File: config.mk
export PLATFORM = sky130hd
export DESIGN_NAME = spectrum_bar_draw
export DESIGN_NICKNAME = d
export VERILOG_FILES = /design/src/rtl/spectrum_bar_draw.sv
export SDC_FILE = /design/constraint.sdc
export NUM_CORES = 2
export LEC_CHECK = 0
export ABC_AREA = 1
export ABC_CLOCK_PERIOD_IN_PS = 8900
export BUFFER_PORTS_ARGS = -buffer_cell sky130_fd_sc_hd__buf_4
export CAP_MARGIN = 40
export CORE_MARGIN = 2
export CORE_UTILIZATION = 33
export CTS_BUF_LIST = sky130_fd_sc_hd__clkbuf_2 sky130_fd_sc_hd__clkbuf_4 sky130_fd_sc_hd__clkbuf_8
export DETAILED_ROUTE_END_ITERATION = 10
export SETUP_SLACK_MARGIN = 0.3
export SLEW_MARGIN = 20
export SYNTH_ARGS = -nofsm -noshare
export SYNTH_HDL_FRONTEND = slang
export SYNTH_SLANG_ARGS = --single-unit
export TNS_END_PERCENT = 30
File: constraint.sdc
create_clock -name lcd_clk -period 8.9 [get_ports lcd_clk]
set_input_delay 1.78 -clock lcd_clk [delete_from_list [all_inputs] [get_ports lcd_clk]]
set_output_delay 1.78 -clock lcd_clk [all_outputs]
set_load 0.005 [all_outputs]
File: src/rtl/spectrum_bar_draw.sv
// Spectrum bar renderer: fetches 128 FFT bins from a FIFO on each vsync and draws them as bars.
// Define SPECTRUM_PEAK_HOLD_EN to add decaying white peak markers above each bar.
module spectrum_bar_draw #(
  parameter int          H_DISP    = 1024,
  parameter int          V_DISP    = 768,
  parameter int          BAR_SHIFT = 3,
  parameter int          MAG_SHIFT = 2,
  parameter int          RD_LAT    = 3,
  parameter logic [23:0] BAR_COLOR = 24'h00FF00,
  parameter logic [23:0] BG_COLOR  = 24'h000000
) (
  input  logic        lcd_clk,
  input  logic        rst,
  input  logic        lcd_vs,
  input  logic        fifo_rd_empty,
  input  logic [31:0] fifo_rd_data,
  output logic        data_req,
  output logic        wr_over,
  input  logic [10:0] pixel_xpos,
  input  logic [10:0] pixel_ypos,
  output logic [23:0] pixel_data,
  output logic        fetch_busy
);

  localparam int NUM_BARS = 128;
  localparam int CNT_W    = (RD_LAT > 1) ? $clog2(RD_LAT) : 1;

  localparam logic [10:0]      V_LIM     = 11'(V_DISP);
  localparam logic [10:0]      H_LIM     = 11'(H_DISP);
  localparam logic [10:0]      BAR_LIM   = 11'(NUM_BARS << BAR_SHIFT);
  localparam logic [10:0]      GAP_MASK  = 11'((1 << BAR_SHIFT) - 1);
  localparam logic [16:0]      H_SAT     = 17'(V_DISP);
  localparam logic [CNT_W-1:0] WAIT_LAST = CNT_W'(RD_LAT - 1);

  typedef enum logic [2:0] {IDLE, REQ, WAIT, CALC, STORE, NEXT} state_t;

  state_t           state_q, state_d;
  logic [6:0]       idx_q, idx_d;
  logic [CNT_W-1:0] wait_cnt_q, wait_cnt_d;
  logic [31:0]      sample_q, sample_d;
  logic             data_req_q, data_req_d;
  logic             wr_over_q, wr_over_d;
  logic             fetch_busy_q, fetch_busy_d;
  logic             vs_q, vs_d;
  logic [10:0]      height_q [NUM_BARS];
  logic [10:0]      height_d [NUM_BARS];

  logic             s1_valid_q, s1_valid_d;
  logic [6:0]       s1_bar_q, s1_bar_d;
  logic [10:0]      s1_y_q, s1_y_d;
  logic [23:0]      pixel_data_q, pixel_data_d;

  logic             fetch_start;
  logic [15:0]      abs_re, abs_im, mag_max, mag_min;
  logic [16:0]      mag, h_full;
  logic [10:0]      h_new;
  logic [10:0]      bar_top;
  logic             bar_on;
  logic             peak_mark;

  // -32768 has no positive counterpart in 16 bits, so it saturates to 32767
  function automatic logic [15:0] abs_sat(input logic [15:0] v);
    if (v == 16'h8000) return 16'h7FFF;
    else if (v[15])    return ~v + 16'd1;
    else               return v;
  endfunction

  // alpha-max-plus-beta-min magnitude estimate, clipped to the screen height
  always_comb begin
    abs_re  = abs_sat(sample_q[31:16]);
    abs_im  = abs_sat(sample_q[15:0]);
    mag_max = (abs_re >= abs_im) ? abs_re : abs_im;
    mag_min = (abs_re >= abs_im) ? abs_im : abs_re;
    mag     = 17'(mag_max) + 17'(mag_min >> 1);
    h_full  = mag >> MAG_SHIFT;
    h_new   = (h_full > H_SAT) ? V_LIM : h_full[10:0];
  end

  assign fetch_start = (state_q == IDLE) && lcd_vs && !vs_q;

  always_comb begin
    state_d    = state_q;
    idx_d      = idx_q;
    wait_cnt_d = wait_cnt_q;
    sample_d   = sample_q;
    data_req_d = 1'b0;
    wr_over_d  = 1'b0;
    vs_d       = lcd_vs;
    height_d   = height_q;
    case (state_q)
      IDLE: if (fetch_start) state_d = REQ;
      REQ: begin
        if (!fifo_rd_empty) begin
          data_req_d = 1'b1;
          wait_cnt_d = '0;
          state_d    = WAIT;
        end
      end
      WAIT: begin
        if (wait_cnt_q == WAIT_LAST) state_d = CALC;
        else                         wait_cnt_d = wait_cnt_q + CNT_W'(1);
      end
      CALC: begin
        sample_d = fifo_rd_data;
        state_d  = STORE;
      end
      STORE: begin
        height_d[idx_q] = h_new;
        wr_over_d       = 1'b1;
        state_d         = NEXT;
      end
      NEXT: begin
        if (idx_q == 7'd127) begin
          idx_d   = '0;
          state_d = IDLE;
        end else begin
          idx_d   = idx_q + 7'd1;
          state_d = REQ;
        end
      end
      default: state_d = IDLE;
    endcase
    fetch_busy_d = (state_d != IDLE);
  end

  // Stage 1 decodes the column; stage 2 compares against the stored bar height
  always_comb begin
    s1_valid_d = (pixel_xpos < BAR_LIM) && (pixel_xpos < H_LIM) && (pixel_ypos < V_LIM) &&
                 ((pixel_xpos & GAP_MASK) != GAP_MASK);
    s1_bar_d   = 7'(pixel_xpos >> BAR_SHIFT);
    s1_y_d     = pixel_ypos;
    bar_top    = V_LIM - height_q[s1_bar_q];
    bar_on     = s1_valid_q && (s1_y_q >= bar_top);
    if (peak_mark)   pixel_data_d = 24'hFFFFFF;
    else if (bar_on) pixel_data_d = BAR_COLOR;
    else             pixel_data_d = BG_COLOR;
  end

`ifdef SPECTRUM_PEAK_HOLD_EN
  logic [10:0] peak_q [NUM_BARS];
  logic [10:0] peak_d [NUM_BARS];
  logic [10:0] peak_row;

  // Peaks decay by one row per frame and are raised whenever a taller bar is stored
  always_comb begin
    peak_d = peak_q;
    if (fetch_start) begin
      for (int i = 0; i < NUM_BARS; i++)
        if (peak_q[i] != '0) peak_d[i] = peak_q[i] - 11'd1;
    end else if (state_q == STORE && h_new > peak_q[idx_q]) begin
      peak_d[idx_q] = h_new;
    end
    peak_row  = V_LIM - peak_q[s1_bar_q];
    peak_mark = s1_valid_q && (peak_q[s1_bar_q] != '0) &&
                ((s1_y_q == peak_row) || (s1_y_q == peak_row + 11'd1));
  end

  always_ff @(posedge lcd_clk) begin
    if (rst) begin
      for (int i = 0; i < NUM_BARS; i++) peak_q[i] <= '0;
    end else begin
      peak_q <= peak_d;
    end
  end
`else
  assign peak_mark = 1'b0;
`endif

  always_ff @(posedge lcd_clk) begin
    if (rst) begin
      state_q      <= IDLE;
      idx_q        <= '0;
      wait_cnt_q   <= '0;
      sample_q     <= '0;
      data_req_q   <= 1'b0;
      wr_over_q    <= 1'b0;
      fetch_busy_q <= 1'b0;
      vs_q         <= 1'b0;
      for (int i = 0; i < NUM_BARS; i++) height_q[i] <= '0;
      s1_valid_q   <= 1'b0;
      s1_bar_q     <= '0;
      s1_y_q       <= '0;
      pixel_data_q <= '0;
    end else begin
      state_q      <= state_d;
      idx_q        <= idx_d;
      wait_cnt_q   <= wait_cnt_d;
      sample_q     <= sample_d;
      data_req_q   <= data_req_d;
      wr_over_q    <= wr_over_d;
      fetch_busy_q <= fetch_busy_d;
      vs_q         <= vs_d;
      height_q     <= height_d;
      s1_valid_q   <= s1_valid_d;
      s1_bar_q     <= s1_bar_d;
      s1_y_q       <= s1_y_d;
      pixel_data_q <= pixel_data_d;
    end
  end

  assign data_req   = data_req_q;
  assign wr_over    = wr_over_q;
  assign fetch_busy = fetch_busy_q;
  assign pixel_data = pixel_data_q;

endmodule
; Yosys cells after proc, flatten, opt, wreduce, memory -nomap -nowiden
; Index checks and enable logic that the tools add are counted.
[op_classes]
reduce_logical = 12
n_mux = 25
magnitude_cmp = 8
n_addsub = 6
eq_ne = 12
n_bitwise = 5
[ops]
columns = cell, count
row1 = 1408-bit bitwise mux, 1
row2 = 16-bit two-way mux, 7
row3 = 11-bit binary-select mux with 7-bit select, 1
row4 = 11-bit demux with 7-bit select, 1
row5 = 11-bit two-way mux, 4
row6 = "16-bit by 1-bit adder with 16-bit output, second input constant", 2
row7 = "16-bit == test, second input constant", 2
row8 = 16-bit NOT, 2
row9 = 3-bit one-hot mux with 6 select lines, 1
row10 = 16-bit by 15-bit adder with 17-bit output, 1
row11 = 16-bit >= comparator, 1
row12 = "8-bit >= comparator, second input constant", 2
row13 = 7-bit NOT with 8-bit output, 2
row14 = "15-bit by 10-bit greater-than comparator with 1-bit output, second input constant", 1
row15 = 11-bit >= comparator, 1
row16 = "11-bit by 10-bit < comparator with 1-bit output, second input constant", 1
row17 = "11-bit < comparator, second input constant", 1
row18 = "10-bit by 11-bit subtractor with 11-bit output, first input constant", 1
row19 = 3-bit two-way mux, 3
row20 = "8-bit by 1-bit < comparator with 1-bit output, second input constant", 1
row21 = "7-bit by 1-bit adder with 7-bit output, second input constant", 1
row22 = "7-bit == test, second input constant", 1
row23 = 7-bit two-way mux, 1
row24 = "3-bit by 2-bit == test with 1-bit output, second input constant", 2
row25 = 17 further kinds, 27
[word_totals]
inputBits = 58
regBits = 1499
word_cells = 208

; Longest topological paths before layout
[depth]
depth_word = 10
depth_mapped = 41
depth_no_buf = 38

; Worst setup path after synthesis
; No wires, ideal clock.
[synth_path]
path_kind = register -> register
startpoint = reg sample_q[0]
endpoint = reg height_q[1342] (netlist bit)
period_less_slack_ns = 5.068
arrival_time_ns = 4.931
setup_slack_ns = 3.832
stages_incl_launch_ff = 32
path_cell_list = dfxtp_1 inv_1 ha_1 nand3_1 nor3_2 nand3_1 nor2_1 inv_1 o21ai_0 a21oi_1 ha_1 a21oi_1 a21oi_1 nor2_1 nand2_2 inv_2 clkbuf_1 o21ai_0 ha_1 a21oi_1 o21a_1 nand2_4 nand2_1 nand2_1 nand2_1 nand2_1 nor2_1 nand2_4 nand3_4 buf_8 buf_12 a21oi_2
[synth_via]
elab_chain_cells = 10
word_cells_on_any_way = 12
classes_between = add/sub: 2 / order compare: 2 / eq/ne: 1 / mux: 6 / bitwise: 1
[synth_rtl]
columns = item, line_no
row1 = from (decl), 40  ; logic [31:0] sample_q, sample_d;
row2 = from (signal assigned), 188  ; sample_q <= sample_d;
row3 = 16-bit NOT, 64  ; else if (v[15]) return ~v + 16'd1;
row4 = 16-bit by 1-bit adder with 16-bit output, 64
row5 = 16-bit two-way mux, 64
row6 = 16-bit two-way mux *, 63  ; if (v == 16'h8000) return 16'h7FFF;
row7 = 16-bit >= comparator, "72, 73"
row8 = "16-bit two-way mux, on equally long branches", "72, 73"
row9 = 16-bit by 15-bit adder with 17-bit output *, 74  ; mag = 17'(mag_max) + 17'(mag_min >> 1);
row10 = 15-bit by 10-bit greater-than comparator with 1-bit output, 76  ; h_new = (h_full > H_SAT) ? V_LIM : h_full[10:0];
row11 = 11-bit two-way mux *, 76
row12 = 1408-bit bitwise mux *, 108  ; height_d[idx_q] = h_new;
row13 = to (signal assigned), 193  ; height_q <= height_d;
row14 = to (decl), 45  ; logic [10:0] height_q [NUM_BARS];
; Every way passes the cells marked *; elsewhere a longest branch is shown, timed or not.
; A chain may end at the register's enable or synchronous reset.

; Worst setup path after layout
[layout_path]
startpoint = reg sample_q[0]
endpoint = reg height_q[793] (netlist bit)
; The elaborated chain is that of the path after synthesis.

==> flow_summary.ini <==
[critical_path]
cp.arrival_ns = 8.04
rr_startpoint = sample_q[0]
start_kind = flip-flop
reg2reg_depth = 30
worstSetupEndpointType = flip-flop
worstPathRequired_ns = 9.83
worstPathMaxFanout = 34
cp_slowest_cell = nand3_4
critical-path-max-stage-delay_ns = 0.59
critPathMostFrequentCell = nand3_1
reg2reg_setup_slack_ns = 1.79
critPathKind = reg2reg
reg2reg_to = height_q[793]
crit_start = sample_q[0]

[pwr]
switching_share_pct = 29.9
seqPwrFrac_pct = 43.7
p_clk_share_pct = 41.9
cellLeakagePower_uw = 0.0271
p_sw_uw = 4550
combPwrFrac_pct = 14.5
ir_worst_vdd_mv = 0.182
power.density_nw_per_um2 = 200
internal_power_uw = 10700

[logic_synthesis]
synth_area_sq_um = 69700
yosys_warnings = 0
syn_inst = 8954
synth.distinct_cells = 53
syn_avg_cell_area_sq_um = 7.79
synth_top_area_share_pct = 42.4
ys_ff_latch = 1476
synthTopCellsByArea = dfxtp_1 (42%), o21ai_0 (16%), a21oi_2 (12%)
post-synth-top-area-cell = dfxtp_1
synth-seq-area-share_pct = 42.4

[routing]
avgRoutedWirePerCell_microns = 18.4
ant_nets = 0
via_count = 61800
finalWirelength_mm = 214
drt_pass1_iterations = 6
dr.max_layer_used = met5
drt_iter0_drc = 5535
met1Wirelength_mm = 94.3
wl_met2_mm = 96.8
drc = 0
routed-wl-met3_mm = 14.5
vias_per_cell = 5.33

[grt]
grt.total_usage_pct = 19.1
grt_pass1_wl_mm = 334
grt_overflow = 0
grt_pass1_vias = 58800
antenna_found_initial = 4
grt_start_max_net_pins = 277

[finish]
layout-drive-gt1-share_pct = 20.4
final_cell_mix = o21ai_0 (2171), nor2_1 (1566), dfxtp_1 (1471), a21oi_2 (959), nand2_1 (559)
syn_to_final_growth_pct = 9.01
final_common_cell = o21ai_0
layout.cells.non_filler = 11600
nets = 8689

[placed_design]
dp.cells = 11100
gp_congestion = 0.851
dp_hpwl_mm = 124
io_buffers = 68

[floorplanning]
dieArea_sq_um = 215000
die_height_microns = 464
row_count = 168
start_util_pct = 33.2
io_pins = 85
coreArea_sq_um = 210000
dieWidth_microns = 464

[cts]
cts-root-buf = clkbuf_8
cts_max_level = 4
cts_tree = done
cts_sinks = 1476
post_cts_buffers = 0
cts_resized = 0
cts_hold_buffers = 0
clock_latency_ns = 1.01
clk_pin_slew_ns = 0.06
cts_buffers = 240
cts.path.max_buffers = 3

[flow_run]
maxCapViolCount = 0

[sta]
setup_violations = 0
period_share_pct = 79.9
finClkSkew_ns = 0.0592
max_slew.worst_pin.slew_ns = 1.22
relSlewSlack_pct = 18.8
rsz0062_at_grt = false
drv_slew = 0
fin_crit_ns = 7.11
clock.fmax_mhz = 141
setup_tns_ns = 0
hold_viol_final = 0

[hold_path]
whs_path_depth = 2
hp-start = height_q[1187]
hold_end = height_q[1187]
min_path_type = reg2reg

[run_status]
status = finished, final reports clean
power groups by stage:
stage	combinational [uW]	sequential, uW	clock, uW
5_1_grt	2340	6640	6780
6_report	2200	6640	6370
3_3_place_gp	2110	6780	0
2_1_floorplan	1910	6770	0
4_1_cts	2170	6640	6490
3_5_place_dp	2170	6780	0
critical path: cells and delay by family (launching register included):
family                     cells  cell delay (ns)
adders and majority gates      3             0.88
DFF                            1             0.31
AOI/OAI and AO/OA              9             1.44
and+or+nand+nor               13             2.84
buffers and inverters          5             1.48
worst max path at each step:
stage                     end  cells after the start
3_5_place_dp    height_q[793]                     30
6_report        height_q[793]                     30
4_1_cts         height_q[126]                     29
5_1_grt         height_q[848]                     32
3_3_place_gp   height_q[1373]                     31
2_1_floorplan  height_q[1342]                     31
per-stage QoR:
step / hold WS [ns] / power [uW] / utilization, % / cell area (sq um) / worst slack, ns
2_1_floorplan: 0.407 / 8670 / - / 69800 / 3.83
3_3_place_gp: 0.427 / 8890 / 33.5 / 70300 / 1.94
3_5_place_dp: 0.430 / 8950 / 33.7 / 70700 / 1.87
4_1_cts: 0.439 / 15300 / 36.2 / 76000 / 1.85
5_1_grt: 0.449 / 15800 / 36.2 / 76000 / 1.03
6_report: 0.438 / 15200 / 36.2 / 76000 / 1.79
routing by layer:
| layer | track usage (%) | up-vias |
|---|---|---|
| met5 | 0 | - |
| met4 | 7.86 | 2 |
| met3 | 3.46 | 424 |
| met2 | 30.9 | 2081 |
| met1 | 24.9 | 29600 |
| li1 | - | 29700 |
registers in the layout (all words and copies together) (netlist names), 2 cells and up:
signal,cells
s1_bar_q,7
idx_q,7
s1_y_q,11
sample_q,32
height_q,1408
wait_cnt_q,2
state_q,3
synthesized netlist by cell type, drive strengths merged:
master   number
o21ai      2174
nor2       1601
dfxtp      1476
a21oi      1131
nand2       583
clkbuf      552
buf         362
o22ai       318
inv         300
nand3       226
nor3         48
ha           46
o211ai       23
o221ai       21
xor2         15
nand4        14
or2          14
nand3b       12
a31oi         6
nor4          6
clkinv        4
xnor2         4
o21a          3
o31ai         3
a211oi        2
a21boi        2
a2111oi       1
a21o          1
a221oi        1
a22oi         1
and2          1
conb          1
o21bai        1
o32ai         1
layout make-up:
| type | instances | area, sq um |
|---|---|---|
| diodes | 1 | 2.50 |
| clock buffers | 393 | 4890 |
| clock inverters | 43 | 375 |
| fillers | 21900 | 134000 |
| inverters | 304 | 1170 |
| multi-input cells | 6275 | 33800 |
| flip-flops and latches | 1476 | 29600 |
| well taps | 2805 | 3510 |
| repair buffers | 288 | 2730 |
kinds of logic (layout without fill, tap and decap cells):
logic type	Yosys count	in the layout	share of synthesized area (%)
buffers and inverters	1218	1028	9.37
xor gates and xnor gates	19	19	0.239
DFF	1476	1476	42.4
other	1	17	0.00538
adders and majority gates	46	46	0.826
and+or+nand+nor	2505	2505	14.7
AOI/OAI and AO/OA	3689	3689	32.5
No activity file was read; power rests on OpenSTA's default activity.
